==> config.mk <==
export PLATFORM = sky130hd
export DESIGN_NAME = inst_sequencer
export DESIGN_NICKNAME = d
export VERILOG_FILES = /design/src/rtl/inst_seq_pkg.sv /design/src/rtl/acc_addr_gen.sv /design/src/rtl/inst_sequencer.sv
export SDC_FILE = /design/constraint.sdc
export NUM_CORES = 1
export LEC_CHECK = 0
export ABC_AREA = 1
export CAP_MARGIN = 15
export CORE_UTILIZATION = 25
export DETAILED_ROUTE_END_ITERATION = 10
export SETUP_SLACK_MARGIN = 0.02
export SYNTH_ARGS = -nofsm -noshare
export SYNTH_HDL_FRONTEND = slang
export SYNTH_HIERARCHICAL = 1
export SYNTH_SLANG_ARGS = --single-unit
==> constraint.sdc <==
create_clock -name clk -period 2.4 [get_ports clk]
set_clock_uncertainty 0.15 [all_clocks]
set_input_delay 0.48 -clock clk [delete_from_list [all_inputs] [get_ports clk]]
set_output_delay 0.48 -clock clk [all_outputs]
set_load 0.005 [all_outputs]
==> src/rtl/inst_seq_pkg.sv <==
// Shared definitions for the instruction sequencer: FSM states, instruction-word
// field positions and the idle instruction word.
package inst_seq_pkg;

  localparam int INST_W = 51;
  localparam int ADDR_W = 11;

  localparam int BIT_LOAD     = 0;
  localparam int BIT_EXECUTE  = 1;
  localparam int BIT_L0_WR    = 2;
  localparam int BIT_L0_RD    = 3;
  localparam int BIT_IFIFO_RD = 4;
  localparam int BIT_IFIFO_WR = 5;
  localparam int BIT_OFIFO_RD = 6;
  localparam int BIT_A_XMEM   = 7;
  localparam int BIT_WEN_XMEM = 18;
  localparam int BIT_CEN_XMEM = 19;
  localparam int BIT_A_PMEM   = 20;
  localparam int BIT_WEN_PMEM = 31;
  localparam int BIT_CEN_PMEM = 32;
  localparam int BIT_ACC      = 33;
  localparam int BIT_SFP_CLR  = 34;

  // Both memories deselected and read-enabled, every control strobe low.
  localparam logic [INST_W-1:0] IDLE_WORD =
    (INST_W'(1) << BIT_CEN_PMEM) | (INST_W'(1) << BIT_WEN_PMEM) |
    (INST_W'(1) << BIT_CEN_XMEM) | (INST_W'(1) << BIT_WEN_XMEM);

  typedef enum logic [3:0] {
    S_IDLE,
    S_WL0,
    S_LOAD,
    S_GAP,
    S_AL0,
    S_EXEC,
    S_FLUSH,
    S_DRAIN,
    S_ACC_CLR,
    S_ACC_RD,
    S_ACC_OUT
  } state_t;

  function automatic logic [INST_W-1:0] put_addr(input logic [INST_W-1:0] w,
                                                 input int lsb,
                                                 input logic [ADDR_W-1:0] a);
    logic [INST_W-1:0] r;
    r = w;
    r[lsb +: ADDR_W] = a;
    return r;
  endfunction

endpackage

==> src/rtl/acc_addr_gen.sv <==
// Combinational pmem address of the psum that kernel offset j contributes to
// output pixel onij during the accumulation pass.
module acc_addr_gen
  import inst_seq_pkg::*;
#(
  parameter int LEN_NIJ = 36,
  parameter int IN_W    = 6,
  parameter int K       = 3,
  parameter int O_W     = 4
) (
  input  logic [3:0]        j,
  input  logic [3:0]        onij,
  output logic [ADDR_W-1:0] addr
);

  logic [3:0] orow, ocol, krow, kcol;

  always_comb begin
    orow = onij / 4'(O_W);
    ocol = onij % 4'(O_W);
    krow = j / 4'(K);
    kcol = j % 4'(K);
    addr = ADDR_W'(j) * ADDR_W'(LEN_NIJ)
         + (ADDR_W'(orow) + ADDR_W'(krow)) * ADDR_W'(IN_W)
         + ADDR_W'(ocol) + ADDR_W'(kcol);
  end

endmodule

==> src/rtl/inst_sequencer.sv <==
// Drives the core instruction bus through the full kij loop and, when
// INST_SEQ_ACC_EN is defined, the per-output accumulation pass.
module inst_sequencer
  import inst_seq_pkg::*;
#(
  parameter int COL     = 8,
  parameter int ROW     = 8,
  parameter int LEN_NIJ = 36,
  parameter int IN_W    = 6,
  parameter int K       = 3,
  parameter int O_W     = 4,
  parameter int GAP_CYC = 10,
  parameter logic [ADDR_W-1:0] W_BASE = 11'h400
) (
  input  logic              clk,
  input  logic              reset,
  input  logic              start,
  input  logic              ofifo_valid,
  output logic [INST_W-1:0] inst,
  output logic              busy,
  output logic              done,
  output logic [3:0]        kij,
  output logic              onij_valid,
  output logic [3:0]        onij
);

  localparam int LEN_KIJ = K * K;

  localparam logic [7:0] COL_N      = 8'(COL);
  localparam logic [7:0] LOAD_LAST  = 8'(COL - 1);
  localparam logic [7:0] GAP_LAST   = 8'(GAP_CYC - 1);
  localparam logic [7:0] NIJ_N      = 8'(LEN_NIJ);
  localparam logic [7:0] NIJ_LAST   = 8'(LEN_NIJ - 1);
  localparam logic [7:0] FLUSH_LAST = 8'(ROW + COL - 1);
  localparam logic [3:0] KIJ_LAST   = 4'(LEN_KIJ - 1);
  localparam logic [ADDR_W-1:0] COL_A = ADDR_W'(COL);
  localparam logic [ADDR_W-1:0] NIJ_A = ADDR_W'(LEN_NIJ);

`ifdef INST_SEQ_ACC_EN
  localparam logic [7:0] KIJ_N      = 8'(LEN_KIJ);
  localparam logic [3:0] ONIJ_LAST  = 4'(O_W * O_W - 1);
`endif

  state_t            state, state_next;
  logic [7:0]        step, step_next;
  logic [3:0]        kij_cnt, kij_next;
  logic              run_end;
  logic              done_d1;
  logic [INST_W-1:0] word;

`ifdef INST_SEQ_ACC_EN
  logic [3:0]        onij_cnt, onij_next;
  logic              ov_c;
  logic [ADDR_W-1:0] acc_addr;

  acc_addr_gen #(
    .LEN_NIJ (LEN_NIJ),
    .IN_W    (IN_W),
    .K       (K),
    .O_W     (O_W)
  ) u_acc_addr (
    .j    (step[3:0]),
    .onij (onij_cnt),
    .addr (acc_addr)
  );
`endif

  always_ff @(posedge clk or posedge reset) begin
    if (reset) begin
      state   <= S_IDLE;
      step    <= '0;
      kij_cnt <= '0;
`ifdef INST_SEQ_ACC_EN
      onij_cnt <= '0;
`endif
    end else begin
      state   <= state_next;
      step    <= step_next;
      kij_cnt <= kij_next;
`ifdef INST_SEQ_ACC_EN
      onij_cnt <= onij_next;
`endif
    end
  end

  // step counts cycles within a phase; in DRAIN it counts completed writes.
  always_comb begin
    state_next = state;
    step_next  = step;
    kij_next   = kij_cnt;
    run_end    = 1'b0;
`ifdef INST_SEQ_ACC_EN
    onij_next  = onij_cnt;
`endif
    unique case (state)
      S_IDLE: begin
        if (start) begin
          state_next = S_WL0;
          step_next  = '0;
          kij_next   = '0;
`ifdef INST_SEQ_ACC_EN
          onij_next  = '0;
`endif
        end
      end
      S_WL0: begin
        if (step == COL_N) begin
          state_next = S_LOAD;
          step_next  = '0;
        end else step_next = step + 8'd1;
      end
      S_LOAD: begin
        if (step == LOAD_LAST) begin
          state_next = S_GAP;
          step_next  = '0;
        end else step_next = step + 8'd1;
      end
      S_GAP: begin
        if (step == GAP_LAST) begin
          state_next = S_AL0;
          step_next  = '0;
        end else step_next = step + 8'd1;
      end
      S_AL0: begin
        if (step == NIJ_N) begin
          state_next = S_EXEC;
          step_next  = '0;
        end else step_next = step + 8'd1;
      end
      S_EXEC: begin
        if (step == NIJ_LAST) begin
          state_next = S_FLUSH;
          step_next  = '0;
        end else step_next = step + 8'd1;
      end
      S_FLUSH: begin
        if (step == FLUSH_LAST) begin
          state_next = S_DRAIN;
          step_next  = '0;
        end else step_next = step + 8'd1;
      end
      S_DRAIN: begin
        if (ofifo_valid) begin
          if (step == NIJ_LAST) begin
            step_next = '0;
            if (kij_cnt == KIJ_LAST) begin
              kij_next = '0;
`ifdef INST_SEQ_ACC_EN
              state_next = S_ACC_CLR;
`else
              state_next = S_IDLE;
              run_end    = 1'b1;
`endif
            end else begin
              kij_next   = kij_cnt + 4'd1;
              state_next = S_WL0;
            end
          end else step_next = step + 8'd1;
        end
      end
`ifdef INST_SEQ_ACC_EN
      S_ACC_CLR: begin
        state_next = S_ACC_RD;
        step_next  = '0;
      end
      S_ACC_RD: begin
        if (step == KIJ_N) begin
          state_next = S_ACC_OUT;
          step_next  = '0;
        end else step_next = step + 8'd1;
      end
      S_ACC_OUT: begin
        if (onij_cnt == ONIJ_LAST) begin
          state_next = S_IDLE;
          onij_next  = '0;
          run_end    = 1'b1;
        end else begin
          state_next = S_ACC_CLR;
          onij_next  = onij_cnt + 4'd1;
        end
      end
`endif
      default: state_next = S_IDLE;
    endcase
  end

  // Instruction word for the current phase cycle; registered one cycle later.
  always_comb begin
    word = IDLE_WORD;
    word[BIT_IFIFO_WR] = 1'b0;
    word[BIT_IFIFO_RD] = 1'b0;
`ifdef INST_SEQ_ACC_EN
    ov_c = 1'b0;
`endif
    unique case (state)
      S_WL0: begin
        if (step < COL_N) begin
          word[BIT_CEN_XMEM] = 1'b0;
          word = put_addr(word, BIT_A_XMEM,
                          W_BASE + ADDR_W'(kij_cnt) * COL_A + ADDR_W'(step));
        end
        if (step != 8'd0) word[BIT_L0_WR] = 1'b1;
      end
      S_LOAD: begin
        word[BIT_L0_RD] = 1'b1;
        word[BIT_LOAD]  = 1'b1;
      end
      S_AL0: begin
        if (step < NIJ_N) begin
          word[BIT_CEN_XMEM] = 1'b0;
          word = put_addr(word, BIT_A_XMEM, ADDR_W'(step));
        end
        if (step != 8'd0) word[BIT_L0_WR] = 1'b1;
      end
      S_EXEC: begin
        word[BIT_EXECUTE] = 1'b1;
        word[BIT_L0_RD]   = 1'b1;
      end
      S_DRAIN: begin
        if (ofifo_valid) begin
          word[BIT_OFIFO_RD] = 1'b1;
          word[BIT_CEN_PMEM] = 1'b0;
          word[BIT_WEN_PMEM] = 1'b0;
          word = put_addr(word, BIT_A_PMEM,
                          ADDR_W'(kij_cnt) * NIJ_A + ADDR_W'(step));
        end
      end
`ifdef INST_SEQ_ACC_EN
      S_ACC_CLR: word[BIT_SFP_CLR] = 1'b1;
      S_ACC_RD: begin
        if (step < KIJ_N) begin
          word[BIT_CEN_PMEM] = 1'b0;
          word = put_addr(word, BIT_A_PMEM, acc_addr);
        end
        if (step != 8'd0) word[BIT_ACC] = 1'b1;
      end
      S_ACC_OUT: ov_c = 1'b1;
`endif
      default: ;
    endcase
  end

  // done trails the final word by one cycle; busy is held through it.
  always_ff @(posedge clk or posedge reset) begin
    if (reset) begin
      inst    <= IDLE_WORD;
      busy    <= 1'b0;
      done    <= 1'b0;
      done_d1 <= 1'b0;
      kij     <= '0;
    end else begin
      inst    <= word;
      busy    <= (state != S_IDLE) || done_d1;
      done_d1 <= run_end;
      done    <= done_d1;
      kij     <= kij_cnt;
    end
  end

`ifdef INST_SEQ_ACC_EN
  always_ff @(posedge clk or posedge reset) begin
    if (reset) begin
      onij_valid <= 1'b0;
      onij       <= '0;
    end else begin
      onij_valid <= ov_c;
      onij       <= onij_cnt;
    end
  end
`else
  assign onij_valid = 1'b0;
  assign onij       = '0;
`endif

endmodule
**Yosys cells after proc, flatten, opt, wreduce, memory -nomap -nowiden**

Cells that the tools add are included.

- Flip-flop bits (word level): 74
- Input port bits: 4

- Equality and inequality tests: 23
- Order comparisons: 2
- Muxes and demuxes: 39
- Multiply operators: 1
- Add/subtract/negate cells: 5
- Reductions and logical operators: 10

Operators by type and width:

| kind | count |
|---|---|
| one-hot mux 47 bit (3 select lines) | 1 |
| two-way mux 8 bit | 8 |
| one-hot mux 8 bit (8 select lines) | 1 |
| two-way mux 4 bit | 13 |
| two-way mux 20 bit | 2 |
| two-way mux 33 bit | 1 |
| one-hot mux 4 bit (8 select lines) | 1 |
| equality test 8 x 4 -> 1 bit (second input constant) | 3 |
| != test 2 bit (second input constant) | 9 |
| equality test 4 x 3 -> 1 bit (second input constant) | 4 |
| equality test 8 x 6 -> 1 bit (second input constant) | 2 |
| nonzero test 8 bit | 2 |
| one-hot mux 1 bit (4 select lines) | 3 |
| adder 10 x 8 -> 11 bit | 1 |
| adder 11 x 7 -> 11 bit (first input constant) | 1 |
| adder 11 x 8 -> 11 bit | 1 |
| AND reduction 9 bit | 1 |
| adder 8 x 1 -> 8 bit (second input constant) | 1 |
| equality test 4 x 2 -> 1 bit (second input constant) | 2 |
| equality test 8 x 3 -> 1 bit (second input constant) | 1 |
| less-than comparator 8 x 4 -> 1 bit (second input constant) | 1 |
| less-than comparator 8 x 6 -> 1 bit (second input constant) | 1 |
| multiplier 4 x 4 -> 8 bit (second input constant) | 1 |
| one-hot mux 4 bit (2 select lines) | 1 |
| other kinds (12) | 18 |

**Depth between registers and ports, before layout**

Gate-level depths: netlist of the first run.

- Depth in word-level cells: 5
- Mapped depth: 12

**Worst setup path before layout of the first run**

No wires, ideal clock.

- Path kind: reg2reg
- From: register kij_cnt[0]
- To: register inst[29]
- Stages on the path, launching flop included: 12
- Period minus slack after synthesis: 2,102 ps
- Required time: 2,133 ps
- Arrival: 1,836 ps
- Slack: 298 ps
- Buffers on the path: 0
- Path through: dfrtp_1 -> ha_1 -> ha_1 -> ha_1 -> ha_1 -> inv_1 -> o21ai_0 -> nand2_1 -> nand2_1 -> nand2_1 -> nand2_1 -> nor2_1

- Word-level cells in the longest chain between the ends: 4

RTL lines:

| item | RTL line | RTL |
|---|---|---|
| from (decl) | inst_sequencer.sv:46 | `logic [3:0] kij_cnt, kij_next;` |
| from (signal assigned) | inst_sequencer.sv:79 | `kij_cnt <= kij_next;` |
| multiplier 4 x 4 -> 8 bit | inst_sequencer.sv:225 | `ADDR_W'(kij_cnt) * NIJ_A + ADDR_W'(step));` |
| adder 10 x 8 -> 11 bit | inst_sequencer.sv:225 |  |
| two-way mux 33 bit | inst_sequencer.sv:220 | `if (ofifo_valid) begin` |
| one-hot mux 47 bit (3 select lines) | inst_sequencer.sv:195 | `unique case (state)` |
| via word[29] | inst_sequencer.sv:49 | `logic [INST_W-1:0] word;` |
| to (signal assigned) | inst_sequencer.sv:252 | `inst <= word;` |
| to (decl) | inst_sequencer.sv:19 | `output logic [INST_W-1:0] inst,` |

The timed path passes the listed nets, and every way through them passes these cells.
A chain may end at the register's enable or synchronous reset.

**Worst setup path in the final report of the first run**

- From: register kij_cnt[1]
- To: register inst[28]

Same word-level chain as after synthesis.

==> flow_metrics.py, run 1 <==
metrics = {
    "power_and_ir_drop": {
        "pwr-share-comb_pct": 38.8,
        "p_sw_share_pct": 39.3,
        "pwr-share-seq_pct": 37.1,
        "powerDensity_nw_per_um2": 750,
        "total_power_mw": 2.90,
        "clkPwrFrac_pct": 24.1,
        "ir_worst_vdd_mv": 0.287,
        "power.switching_mw": 1.14,
        "leakage_nw": 1.96,
        "p_int_mw": 1.76,
    },
    "place": {
        "placed_cell_area_sq_um": 3720,
        "port_buffers": 38,
        "gp_congestion": 0.895,
        "hpwl_um": 5210,
    },
    "worst_setup_path": {
        "r2r-start": "kij_cnt[1]",
        "max_stage_delay_ps": 510,
        "cp.arrival_ps": 2190,
        "cp.depth": 9,
        "criticalPathCategory": "reg -> reg",
        "cp_slowest_cell": "dfrtp_1",
        "critPathTopFamily": "adder cells",
        "cp_cell_sequence": "ha_1 > ha_1 > ha_1 > nand2_1 > nand2_1 > a21oi_1 > nand2_1 > nand2_1 > nor2_1",
        "rrSetupSlack_ps": 250,
        "path_max_fanout": 9,
        "crit_top_cell": "nand2_1",
        "r2r_cells": 9,
        "end_kind": "flop",
        "cp_num_buf_inv": 0,
        "r2r-end": "inst[28]",
        "start_kind": "flop",
        "required_ps": 2430,
    },
    "detailed_routing": {
        "ant_nets": 0,
        "drt_iter0_drc": 141,
        "dr_total_vias": 2433,
        "top_layer": "met4",
        "drc": 0,
        "wl_per_cell_um": 11.2,
        "wl_um": 6700,
        "vias_per_cell": 4.08,
        "wl_met2_um": 3390,
        "dr.pass1.iters": 4,
        "drt-met1-wl_um": 2980,
        "met3_length_um": 291,
    },
    "cts": {
        "root_buffer": "clkbuf_16",
        "cts_tree": "built",
        "post-cts-setup-buffers": 0,
        "cts_buffers": 5,
        "cts.sinks": 50,
        "clkLatencyLatePin_ps": 290,
        "postCtsHoldBufs": 0,
        "post_cts_resize_count": 0,
        "cts_max_level": 2,
        "clk_pin_slew_ps": 70,
        "cts_buffer_depth": 2,
    },
    "logic_synthesis": {
        "syn_area_per_cell_sq_um": 8.54,
        "synth_top_cell_area_share_pct": 37.2,
        "async_reset_ff_share_pct": 100,
        "yosysUniqueCellTypes": 39,
        "netlist_area_sq_um": 3230,
        "yosysMostFrequentCell": "nand2_1",
        "synth-edff-count": 0,
        "seq_area_frac_synth_pct": 38.8,
        "yosysWarnings": 6,
        "synthTopCellsByCount": "76 x nand2_1, 48 x dfrtp_1, 38 x nor2_1",
        "synth_ff_type": "dfrtp_1",
        "ys_ff_latch": 50,
        "syn_inst": 378,
        "yosysTopAreaCell": "dfrtp_1",
        "yosys-top-cells-area": "dfrtp_1 37%, ha_1 8.9%, nand2_1 8.8%",
    },
    "layout": {
        "final_nets": 452,
        "final_cell_area_sq_um": 3870,
        "area_growth_pct": 19.9,
        "regArea_sq_um": 1250,
        "antenna_cells": 0,
        "multi_input_area_sq_um": 1610,
        "layout-drive-gt1-share_pct": 15.6,
        "fill_cells": 1369,
    },
    "timing": {
        "finalHoldViolations": 0,
        "rsz0062_at_grt": "no",
        "fin_setup_tns_ps": 0,
        "fin_crit_sh_pct": 89.7,
        "clock.fmax_ghz": 0.464,
        "setup-violations-final": 0,
        "maxSlewViolCount": 0,
        "min_period_ps": 2150,
    },
    "outcome": {
        "status": "finished clean",
    },
    "global_route": {
        "grt_pass1_vias": 2384,
        "grt_use_total_pct": 10.8,
        "antenna_found_initial": 0,
        "grt_pass1_wl_um": 11200,
        "grt_max_degree": 31,
        "globalRouteOverflowTotal": 0,
    },
    "die": {
        "fp.dieW_um": 116,
        "ios": 66,
        "dieArea_sq_um": 13400,
        "initial_utilization_pct": 25.6,
        "die_h_um": 116,
        "core_area_sq_um": 12600,
        "std_cell_rows": 41,
    },
    "run": {
        "maxCapViolCount": 0,
    },
    "hold_path": {
        "min_from": "done_d1",
        "min_to": "done",
        "hold_depth": 0,
        "hold_class": "reg -> reg",
    },
}
## flip-flops by register name, indices dropped and copies added, names as in the netlist
| signal | cells |
|---|---|
| busy | 1 |
| done | 1 |
| kij | 4 |
| step | 8 |
| state | 3 |
| inst | 28 |
| done_d1 | 1 |
| kij_cnt | 4 |
## power groups by stage
stage | clock, mW | sequential (mW) | combinational [mW]
after floorplan | 0 | 1.04 | 0.926
after global placement | 0 | 1.09 | 1.12
after detailed placement | 0 | 1.09 | 1.14
after CTS | 0.723 | 1.08 | 1.14
after global routing | 0.751 | 1.10 | 1.27
final | 0.700 | 1.08 | 1.13
## cell usage in the layout, fill, tap and decap left out, types with 2 or more instances in the layout
| cell | instances |
|---|---|
| nand2_1 | 76 |
| dfrtp_1 | 48 |
| nor2_1 | 38 |
| clkdlybuf4s50_1 | 38 |
| inv_1 | 36 |
| conb_1 | 28 |
| nand3_1 | 24 |
| ha_1 | 23 |
| o21ai_0 | 12 |
| inv_2 | 10 |
| nor2_4 | 9 |
| a21oi_1 | 7 |
| nand2_2 | 6 |
| nand2_4 | 5 |
| o21ai_1 | 5 |
| nand4_1 | 5 |
| clkbuf_16 | 5 |
| buf_4 | 5 |
| nor2_2 | 3 |
| o31ai_1 | 3 |
| or2_2 | 3 |
| nand3b_1 | 3 |
| nand3_2 | 3 |
| inv_6 | 2 |
| inv_4 | 2 |
| a21boi_0 | 2 |
| nor3_1 | 2 |
| o21ai_2 | 2 |
| o311ai_0 | 2 |
| fa_1 | 2 |
| dfstp_2 | 2 |
## worst reg2reg max path, cell delays in order, from the launching register on
cell and delay, ps:
dfrtp_1 510, ha_1 280, ha_1 300, ha_1 290
nand2_1 60, nand2_1 50, a21oi_1 220, nand2_1 80
nand2_1 80, nor2_1 40
## cell families (layout without fill, tap and decap cells)
| family | after synthesis | in the layout | share of synthesized area (%) |
|---|---|---|---|
| flip-flops | 50 | 50 | 38.8 |
| buffers and inverters | 82 | 102 | 14.2 |
| other | 2 | 28 | 0.233 |
| AND/OR/NAND/NOR | 180 | 180 | 28.9 |
| AO/OA/AOI/OAI | 37 | 37 | 7.17 |
| XOR/XNOR | 2 | 2 | 0.543 |
| adder cells (fa/ha/maj) | 25 | 25 | 10.2 |
## through the flow
step | hold WS, ps | setup slack, ps | cells | util [%]
detailed placement | 215 | 253 | 588 | 29.5
floorplan | 197 | 298 | 404 | -
finish | 226 | 246 | 596 | 30.7
CTS | 231 | 241 | 596 | 30.7
global placement | 209 | 330 | 588 | 29.5
global route | 243 | 44.0 | 596 | 30.7
## area by class of cell
type / count / share of cell area, %
Sequential cell: 50 / 32.4
Tap cell: 172 / 5.56
Clock buffer: 5 / 3.23
Timing Repair Buffer: 44 / 11.3
Clock inverter: 3 / 0.550
Inverter: 50 / 5.24
Multi-Input combinational cell: 272 / 41.7
## worst max-delay path by stage
stage / to / start
floorplan: inst[29] / kij_cnt[0]
CTS: inst[28] / kij_cnt[1]
global placement: inst[29] / kij_cnt[1]
finish: inst[28] / kij_cnt[1]
detailed placement: inst[28] / kij_cnt[1]
global route: inst[28] / kij_cnt[1]
## metal layers
metal | vias to the layer above | GRT usage (%)
met5 | - | 0
met4 | 0 | 3.42
met3 | 2 | 2.14
met2 | 66 | 19.6
met1 | 1134 | 12.9
li1 | 1231 | -
Note: power is estimated with default switching activity, not from simulation.
==> run 2, diff against run 1 <==
--- a/config.mk
+++ b/config.mk
@@ -7,8 +7,9 @@
 export LEC_CHECK = 0
 export ABC_AREA = 1
 export CAP_MARGIN = 15
-export CORE_UTILIZATION = 25
+export CORE_UTILIZATION = 52
 export DETAILED_ROUTE_END_ITERATION = 10
+export PLACE_DENSITY = 0.81
 export SETUP_SLACK_MARGIN = 0.02
 export SYNTH_ARGS = -nofsm -noshare
 export SYNTH_HDL_FRONTEND = slang
==> flow_metrics.py, run 2 (synthesized netlist as in run 1, its figures left out) <==
metrics = {
    "worst_setup_path": {
        "r2r_cells": 11,
        "path_max_fanout": 2,
        "cp_num_buf_inv": 1,
        "cp_slowest_cell": "dfrtp_1",
        "r2r-start": "kij_cnt[0]",
        "rrSetupSlack_ps": 240,
        "crit_top_cell": "ha_1",
        "cp_cell_sequence": "ha_1 > ha_1 > ha_1 > ha_1 > inv_1 > nor2_1 > nand3_1 > nand2_1 > nand2_1 > nand2_1 > nor2_1",
        "end_kind": "flop",
        "criticalPathCategory": "reg -> reg",
        "max_stage_delay_ps": 390,
        "r2r-end": "inst[29]",
        "critPathTopFamily": "adder cells",
        "cp.arrival_ps": 2210,
        "required_ps": 2450,
        "start_kind": "flop",
    },
    "die": {
        "die_h_um": 80.8,
        "ios": 66,
        "fp.dieW_um": 80.8,
        "core_area_sq_um": 5960,
        "dieArea_sq_um": 6530,
        "initial_utilization_pct": 54.2,
        "std_cell_rows": 28,
    },
    "cts": {
        "cts_buffers": 5,
        "postCtsHoldBufs": 0,
        "cts_tree": "built",
        "post-cts-setup-buffers": 0,
        "cts_max_level": 2,
        "clkLatencyLatePin_ps": 300,
        "clk_pin_slew_ps": 90,
        "cts_buffer_depth": 2,
        "cts.sinks": 50,
        "post_cts_resize_count": 0,
        "root_buffer": "clkbuf_8",
    },
    "layout": {
        "final_cell_area_sq_um": 3710,
        "layout_common_cells": "76 x nand2_1, 48 x dfrtp_1, 38 x nor2_1, 38 x clkdlybuf4s50_1, 36 x inv_1",
        "regMostFlops": "inst",
        "largest_register_ffs": 28,
        "top_regs": "inst (28), step (8)",
        "layout-drive-gt1-share_pct": 15.1,
        "antenna_cells": 0,
        "area_growth_pct": 14.9,
        "final_nets": 452,
        "layout_commonest_cell": "nand2_1",
    },
    "global_route": {
        "antenna_found_initial": 0,
        "grt_max_degree": 36,
        "grt_pass1_vias": 2206,
        "globalRouteOverflowTotal": 0,
        "grt_pass1_wl_um": 10200,
        "grt_use_total_pct": 20.6,
    },
    "run": {
        "maxCapViolCount": 0,
    },
    "hold_path": {
        "hold_class": "reg -> reg",
        "min_to": "done",
        "hold_depth": 0,
        "min_from": "done_d1",
    },
    "timing": {
        "fin_ws_ps": 245,
        "min_period_ps": 2160,
        "setup-violations-final": 0,
        "clock.fmax_ghz": 0.464,
        "fin_setup_tns_ps": 0,
        "maxSlewViolCount": 0,
        "finalHoldViolations": 0,
        "rsz0062_at_grt": "no",
        "fin_crit_sh_pct": 89.8,
    },
    "power_and_ir_drop": {
        "powerDensity_nw_per_um2": 748,
        "leakage_nw": 1.94,
        "ir_worst_vdd_mv": 0.453,
    },
    "detailed_routing": {
        "drt_iter0_drc": 269,
        "wl_per_cell_um": 12.1,
        "vias_per_cell": 5.00,
        "dr_total_vias": 2494,
        "dr.pass1.iters": 4,
        "drc": 0,
        "wl_um": 6030,
        "ant_nets": 0,
    },
    "place": {
        "placed_cell_area_sq_um": 3600,
        "port_buffers": 38,
        "hpwl_um": 4600,
        "place_ws_ps": 271,
        "gp_congestion": 0.892,
    },
    "outcome": {
        "status": "finished clean",
    },
}
run 2: changes by cell type in the layout (fill, tap and decap cells not counted), sizes merged:
cell | before | now
bufinv | 0 | 1
clkbuf | 5 | 7
clkinv | 2 | 0
clkinvlp | 1 | 0
run 2: cell type report:
type	instances	area (sq um)
tap	75	93.8
inverter	50	203
sequential	50	1250
clock inverter	1	30.0
fill	504	2250
timing repair buffer	44	438
clock buffer	7	76.3
multi-input combinational	272	1610
run 2: worst max-delay path by stage:
| stage | startpoint | endpoint | slack, ps | depth (start not counted) |
|---|---|---|---|---|
| 6_report | kij_cnt[0] | inst[29] | 240 | 11 |
| 5_1_grt | kij_cnt[0] | inst[28] | 90 | 10 |
| 4_1_cts | kij_cnt[0] | inst[28] | 250 | 10 |
| 3_5_place_dp | kij_cnt[0] | inst[28] | 270 | 10 |
| 3_3_place_gp | kij_cnt[0] | inst[29] | 340 | 11 |
| 2_1_floorplan | kij_cnt[0] | inst[29] | 300 | 11 |
run 2: power by group:
group / internal, mW / switching, mW
logic: 0.425 / 0.699
registers: 0.949 / 0.117
clock network: 0.312 / 0.273
total: 1.69 / 1.09
run 2: per-layer routing:
layer	global-route usage [%]	share of wire (%)	vias up
met1	28.0	46	1163
met5	0	0	-
met4	8.93	1.7	0
met2	32.5	47	88
met3	3.71	5.4	9
li1	-	-	1234
run 2: metrics by stage:
stage	total power, mW	std cells	hold slack [ps]	utilization, %
5_1_grt	2.98	499	269	62.3
2_1_floorplan	1.96	404	197	-
3_5_place_dp	2.21	491	208	60.5
6_report	2.78	499	247	62.3
3_3_place_gp	2.18	491	202	60.5
4_1_cts	2.79	499	250	62.3
==> run 3, diff against run 2 <==
--- a/config.mk
+++ b/config.mk
@@ -9,6 +9,7 @@
 export CAP_MARGIN = 15
 export CORE_UTILIZATION = 52
 export DETAILED_ROUTE_END_ITERATION = 10
+export GPL_TIMING_DRIVEN = 1
 export PLACE_DENSITY = 0.81
 export SETUP_SLACK_MARGIN = 0.02
 export SYNTH_ARGS = -nofsm -noshare
==> results of run 3 <==
Same layout as run 2: the final DEF is identical, and so are final timing and power.
